--- config.mk ---
export PLATFORM = sky130hd
export DESIGN_NAME = alu_issue_stage
export DESIGN_NICKNAME = d
export VERILOG_FILES = /design/src/rtl/alu_issue_pkg.sv /design/src/rtl/alu_issue_decode.sv /design/src/rtl/alu_issue_stage.sv
export SDC_FILE = /design/constraint.sdc
export NUM_CORES = 1
export LEC_CHECK = 0
export BUFFER_PORTS_ARGS = -buffer_cell sky130_fd_sc_hd__clkbuf_2
export CAP_MARGIN = 20
export CORE_MARGIN = 8
export CORE_UTILIZATION = 40
export CTS_BUF_LIST = sky130_fd_sc_hd__clkbuf_16
export CTS_CLUSTER_SIZE = 12
export DETAILED_ROUTE_END_ITERATION = 8
export PLACE_DENSITY = 0.71
export RECOVER_POWER = 25
export REMOVE_ABC_BUFFERS = 1
export SYNTH_ARGS = -nofsm -noshare
export SYNTH_HDL_FRONTEND = slang
export SYNTH_SLANG_ARGS = --single-unit
--- constraint.sdc ---
create_clock -name clk -period 3.65 [get_ports clk]
set_input_delay 0 -clock clk [delete_from_list [all_inputs] [get_ports clk]]
set_output_delay 0 -clock clk [all_outputs]
set_load 0.02 [all_outputs]
--- src/rtl/alu_issue_pkg.sv ---
// Shared definitions for the ALU issue stage: opcode/funct constants,
// the issue packet layout and an immediate sign-extension helper.
package alu_issue_pkg;

  localparam logic [6:0] OPC_OP     = 7'b0110011;
  localparam logic [6:0] OPC_OP_IMM = 7'b0010011;

  localparam logic [6:0] F7_BASE = 7'b0000000;
  localparam logic [6:0] F7_ALT  = 7'b0100000;

  localparam logic [2:0] F3_ADD = 3'b000;
  localparam logic [2:0] F3_SLL = 3'b001;
  localparam logic [2:0] F3_SR  = 3'b101;

  typedef struct packed {
    logic [31:0] in1;
    logic [31:0] in2;
    logic [4:0]  shamt;
    logic [2:0]  funct3;
    logic [6:0]  funct7;
    logic [4:0]  rd;
    logic        we;
    logic        illegal;
  } issue_pkt_t;

  function automatic logic [31:0] sext12(input logic [11:0] imm);
    return {{20{imm[11]}}, imm};
  endfunction

endpackage

--- src/rtl/alu_issue_decode.sv ---
// Pure combinational decode of one OP / OP-IMM instruction into an issue packet.
module alu_issue_decode
  import alu_issue_pkg::*;
(
  input  logic [31:0] instr_i,
  input  logic [31:0] rs1_data_i,
  input  logic [31:0] rs2_data_i,
  output issue_pkt_t  pkt_o,
  output logic        uses_rs2_o
);

  logic [6:0]  opcode;
  logic [4:0]  rs1;
  logic [4:0]  rs2;
  logic [4:0]  rd;
  logic [2:0]  f3;
  logic [6:0]  f7;
  logic [31:0] op_a;
  logic [31:0] op_b;
  logic        legal;

  assign opcode = instr_i[6:0];
  assign rd     = instr_i[11:7];
  assign f3     = instr_i[14:12];
  assign rs1    = instr_i[19:15];
  assign rs2    = instr_i[24:20];
  assign f7     = instr_i[31:25];

  // x0 always reads as zero whatever the register file returns
  assign op_a = (rs1 == 5'd0) ? 32'd0 : rs1_data_i;
  assign op_b = (rs2 == 5'd0) ? 32'd0 : rs2_data_i;

  assign uses_rs2_o = (opcode == OPC_OP);

  always_comb begin
    pkt_o        = '0;
    legal        = 1'b0;
    pkt_o.in1    = op_a;
    pkt_o.funct3 = f3;
    pkt_o.rd     = rd;
    case (opcode)
      OPC_OP: begin
        pkt_o.in2    = op_b;
        pkt_o.shamt  = op_b[4:0];
        pkt_o.funct7 = f7;
        legal = (f7 == F7_BASE) ||
                ((f7 == F7_ALT) && ((f3 == F3_ADD) || (f3 == F3_SR)));
      end
      OPC_OP_IMM: begin
        pkt_o.in2 = sext12(instr_i[31:20]);
        case (f3)
          F3_SLL: begin
            pkt_o.shamt  = rs2;
            pkt_o.funct7 = f7;
            legal        = (f7 == F7_BASE);
          end
          F3_SR: begin
            pkt_o.shamt  = rs2;
            pkt_o.funct7 = f7;
            legal        = (f7 == F7_BASE) || (f7 == F7_ALT);
          end
          // immediate bits must never be mistaken for the SUB selector
          default: begin
            pkt_o.shamt  = 5'd0;
            pkt_o.funct7 = F7_BASE;
            legal        = 1'b1;
          end
        endcase
      end
      default: begin
        legal = 1'b0;
      end
    endcase
    pkt_o.illegal = ~legal;
    pkt_o.we      = legal && (rd != 5'd0);
  end

endmodule

--- src/rtl/alu_issue_stage.sv ---
// ALU issue stage: valid/ready handshake, optional two-entry skid buffer and
// a busy scoreboard that stalls RAW hazards until the destination is written back.
module alu_issue_stage
  import alu_issue_pkg::*;
#(
  parameter int XLEN    = 32,
  parameter bit SKID_EN = 1'b1
) (
  input  logic            clk,
  input  logic            rst,
  input  logic            flush,
  input  logic            in_valid,
  output logic            in_ready,
  input  logic [31:0]     in_instr,
  output logic [4:0]      rs1_addr,
  output logic [4:0]      rs2_addr,
  input  logic [XLEN-1:0] rs1_data,
  input  logic [XLEN-1:0] rs2_data,
  output logic            out_valid,
  input  logic            out_ready,
  output logic [XLEN-1:0] out_in1,
  output logic [XLEN-1:0] out_in2,
  output logic [4:0]      out_shamt,
  output logic [2:0]      out_funct3,
  output logic [6:0]      out_funct7,
  output logic [4:0]      out_rd,
  output logic            out_we,
  output logic            out_illegal,
  input  logic            wb_valid,
  input  logic [4:0]      wb_rd
);

  issue_pkt_t  dec_pkt;
  issue_pkt_t  out_q, out_d;
  issue_pkt_t  skid_q, skid_d;
  logic        out_valid_q, out_valid_d;
  logic        skid_valid_q, skid_valid_d;
  logic [31:0] busy_q, busy_d;
  logic        uses_rs2;
  logic        hazard;
  logic        space;
  logic        accept;

  assign rs1_addr = in_instr[19:15];
  assign rs2_addr = in_instr[24:20];

  alu_issue_decode u_decode (
    .instr_i    (in_instr),
    .rs1_data_i (rs1_data),
    .rs2_data_i (rs2_data),
    .pkt_o      (dec_pkt),
    .uses_rs2_o (uses_rs2)
  );

  // a register being cleared by writeback this cycle still counts as busy
  assign hazard   = busy_q[rs1_addr] | (uses_rs2 & busy_q[rs2_addr]);
  assign space    = SKID_EN ? ~skid_valid_q : (~out_valid_q | out_ready);
  assign in_ready = ~rst & ~hazard & space;
  assign accept   = in_valid & in_ready;

  always_comb begin
    out_d        = out_q;
    out_valid_d  = out_valid_q;
    skid_d       = skid_q;
    skid_valid_d = skid_valid_q;
    if (out_valid_q && !out_ready) begin
      if (accept) begin
        skid_d       = dec_pkt;
        skid_valid_d = 1'b1;
      end else begin
        skid_valid_d = skid_valid_q;
      end
    end else if (skid_valid_q) begin
      // skid is full so nothing can be accepted; drain it first to keep order
      out_d        = skid_q;
      out_valid_d  = 1'b1;
      skid_valid_d = 1'b0;
    end else begin
      out_valid_d = accept;
      out_d       = accept ? dec_pkt : out_q;
    end
    if (flush) begin
      out_valid_d  = 1'b0;
      skid_valid_d = 1'b0;
    end else begin
      out_valid_d  = out_valid_d;
    end
  end

  // set beats clear when both target the same register
  always_comb begin
    busy_d = busy_q;
    if (wb_valid) begin
      busy_d[wb_rd] = 1'b0;
    end else begin
      busy_d = busy_d;
    end
    if (accept && dec_pkt.we) begin
      busy_d[dec_pkt.rd] = 1'b1;
    end else begin
      busy_d = busy_d;
    end
    busy_d[0] = 1'b0;
    if (flush) begin
      busy_d = 32'd0;
    end else begin
      busy_d = busy_d;
    end
  end

  always_ff @(posedge clk) begin
    if (rst) begin
      out_q        <= '0;
      skid_q       <= '0;
      out_valid_q  <= 1'b0;
      skid_valid_q <= 1'b0;
      busy_q       <= 32'd0;
    end else begin
      out_q        <= out_d;
      skid_q       <= skid_d;
      out_valid_q  <= out_valid_d;
      skid_valid_q <= skid_valid_d;
      busy_q       <= busy_d;
    end
  end

  assign out_valid   = out_valid_q;
  assign out_in1     = out_q.in1;
  assign out_in2     = out_q.in2;
  assign out_shamt   = out_q.shamt;
  assign out_funct3  = out_q.funct3;
  assign out_funct7  = out_q.funct7;
  assign out_rd      = out_q.rd;
  assign out_we      = out_q.we;
  assign out_illegal = out_q.illegal;

endmodule

==> results.toml <==
[setup_path]
r2r-start = "busy_q[15]$_SDFF_PP0_"
worstPathArrival_ns = 3.59
crit_path_start_kind = "flop"
rr_worst_depth = 8
cp.required_ns = 4.11
rrSetupSlack_ns = 0.52
end_kind = "flop"
path_max_fanout = 58
rr_endpoint = "out_valid$_SDFFE_PP0N_"
critPathKind = "flop to flop"

[hold_path]
hold_depth = 2
worstHoldStart = "rst"
holdPathEnd = "skid_q[57]$_SDFFE_PP0P_"
hold_path.class = "input port to flop"

[placed_design]
placedCellCount = 1645
place.gp.congestion = 0.854
post-dp-hpwl_um = 19800
port-buffer-count = 204
dp_slack_ns = 0.532

[global_route]
antenna_found_initial = 1
grt_util_all_layers = 0.194
grt_pass1_vias = 9814
grt_max_degree = 149
grt_pass1_wl_um = 51300
overflow = 0

[sta]
setup_viol = 0
worst_clock_skew_ns = 0.0177
max_slew_margin = 0.246
whs_ns = -0.0108
finalWorstPathRequiredPeriod_ns = 3.13
grt_setup_unrepaired = "false"
fin_crit_sh = 0.858
setup_slack_ns = 0.520
finalHoldViolations = 3
slew_violations = 0
fmax_ghz = 0.319
worstMarginPinSlew_ns = 1.13

[yosys]
synthArstFlopShare = 0
synth-compound-area-share = 0.165
yosysWarnings = 0
synth.ff_latch_count = 205
synthMuxAreaShare = 0.176
synth_ff_type = "dfxtp_1"
synthTopCellsByArea = "dfxtp_1 38%, a21oi_1 5.9%, mux2_2 5.8%"
yosys.area.top_type = "dfxtp_1"
synthSimpleGateAreaFrac = 0.212
netlist-cell-type-count = 49
synth-edff-count = 0
synthAdderAreaFrac = 0
syn_avg_cell_area_um2 = 8.81
syn_area_um2 = 10700
synth_top_family_by_area = "simple AND/OR/NAND/NOR gates"
synth-seq-area-share = 0.384
synth_top_cell_area_share = 0.384
syn_inst = 1212
synth-xor-area-share = 0

[routing]
ant_nets = 0
drc = 0
drt_iter0_markers = 855
drt_first_pass_iters = 5
route.vias.total = 9974
viasPerCell = 5.61
wl_um = 32700
wire_per_inst_um = 18.4

[final_layout]
areaGrowthSynthToFinish_pct = 25.2
layout_common_cells = "204 x dfxtp_1, 128 x clkbuf_2, 126 x a21oi_1"
final_common_cell = "dfxtp_1"
drive_gt1_frac = 0.203
fin_nets = 1526
utilization = 0.503
fin_cells = 1779
fill_cells = 2479

[power_and_ir_drop]
power_density_nw_per_um2 = 387
ir_drop_mv = 0.227
p_leak_nw = 4.97
power.total_mw = 5.17

[outcome]
violations = "negative hold slack"
status = "finished with violations"

[die]
boundaryPins = 205
rows = 60
die_area_um2 = 32200
dieHeight_um = 179
core_um2 = 26600
start_util = 0.402
die_w_um = 179

[clock_network]
postCtsHoldBufs = 89
cts_tree = "yes"
cts_buffers = 24
clk_path_buf_depth = 3
postCtsResizedCells = 0
clk_pin_slew_ns = 0.06
root_buffer = "clkbuf_16"
ctsHtreeMaxLevel = 1
clk_latency_ns = 0.52
cts.sinks = 205
post_cts_buffers = 0

[flow_run]
cap_violations = 0
==> area by class of cell <==
| type | count | area, um2 | area share |
|---|---|---|---|
| clock inverter | 18 | 134 | 0.0100 |
| sequential | 205 | 4110 | 0.307 |
| timing repair buffer | 310 | 2010 | 0.150 |
| inverter | 22 | 82.6 | 0.00618 |
| antenna | 2 | 5.00 | 0.000374 |
| clock buffer | 25 | 626 | 0.0468 |
| multi-input combinational | 856 | 5980 | 0.447 |
| tap | 341 | 427 | 0.0319 |
==> through the flow <==
step | instance area, um2 | hold slack, ns | setup TNS (ns)
final | 13400 | -0.0108 | 0
after global routing | 13400 | 0.0228 | 0
after global placement | 11800 | 0.252 | 0
after floorplan | 10100 | 0 | -437.51
after detailed placement | 11800 | 0.260 | 0
after CTS | 13500 | 0.00125 | 0
==> layer usage <==
metal / track usage / share of wire / up-vias
li1: - / - / 4808
met1: 0.254 / 0.45 / 4756
met2: 0.326 / 0.47 / 350
met3: 0.0302 / 0.066 / 60
met4: 0.0573 / 0.018 / 0
met5: 0 / 0 / -
==> Yosys cell counts (26+ instances only) <==
master      n
mux2_4     26
nor3_1     80
o211ai_1   37
o31ai_1    32
mux2i_1    58
nand3b_1   48
nand2_1    71
o21ai_0    71
clkbuf_1   88
nor2_1     39
mux2_2     55
dfxtp_1   205
a21oi_1   126
nor2b_1    77
nand4_1    41
==> registers in the layout, summed over array words and instances (netlist names) <==
signal        cells
out_valid         1
out_funct7        7
skid_q           86
skid_valid_q      1
out_shamt         5
out_we            1
out_in1          32
busy_q           31
out_rd            5
out_in2          32
out_illegal       1
out_funct3        3
==> worst max-delay path: stages, from the launching register on <==
cell and delay [ns]:
dfxtp_1 0.32, mux4_2 0.47, mux2i_1 0.18, nand3b_1 0.18
a41oi_4 0.32, buf_4 0.59, a31oi_1 0.23, a21oi_1 0.19
dlygate4sd3_1 0.56
==> kinds of logic (layout without fill, tap and decap cells) <==
group / Yosys count / in the layout
AND/OR/NAND/NOR: 410 / 410
buffers and inverters: 151 / 375
flip-flops: 205 / 205
other: 0 / 2
multiplexers: 152 / 152
AO/OA/AOI/OAI: 294 / 294
==> worst max-delay path by stage <==
| stage | startpoint | endpoint | slack [ns] | depth (start not counted) |
|---|---|---|---|---|
| 3_3_place_gp | in_instr[22] | out_in2[14]$_SDFFE_PP0P_ | 0.61 | 8 |
| 2_1_floorplan | busy_q[3]$_SDFF_PP0_ | out_funct7[0]$_SDFFE_PP0P_ | -2.95 | 6 |
| 5_1_grt | busy_q[15]$_SDFF_PP0_ | out_valid$_SDFFE_PP0N_ | 0.34 | 8 |
| 3_5_place_dp | in_instr[22] | out_in2[26]$_SDFFE_PP0P_ | 0.53 | 8 |
| 6_report | busy_q[15]$_SDFF_PP0_ | out_valid$_SDFFE_PP0N_ | 0.52 | 8 |
| 4_1_cts | busy_q[15]$_SDFF_PP0_ | skid_valid_q$_SDFFE_PP0P_ | 0.52 | 8 |
==> power by group <==
part           switching, mW  total (mW)  internal, mW
registers             0.0134        2.28          2.26
logic                  0.326       0.552         0.226
clock network          0.971        2.34          1.37
total                   1.31        5.17          3.86
(Power assumes the default switching activity.)
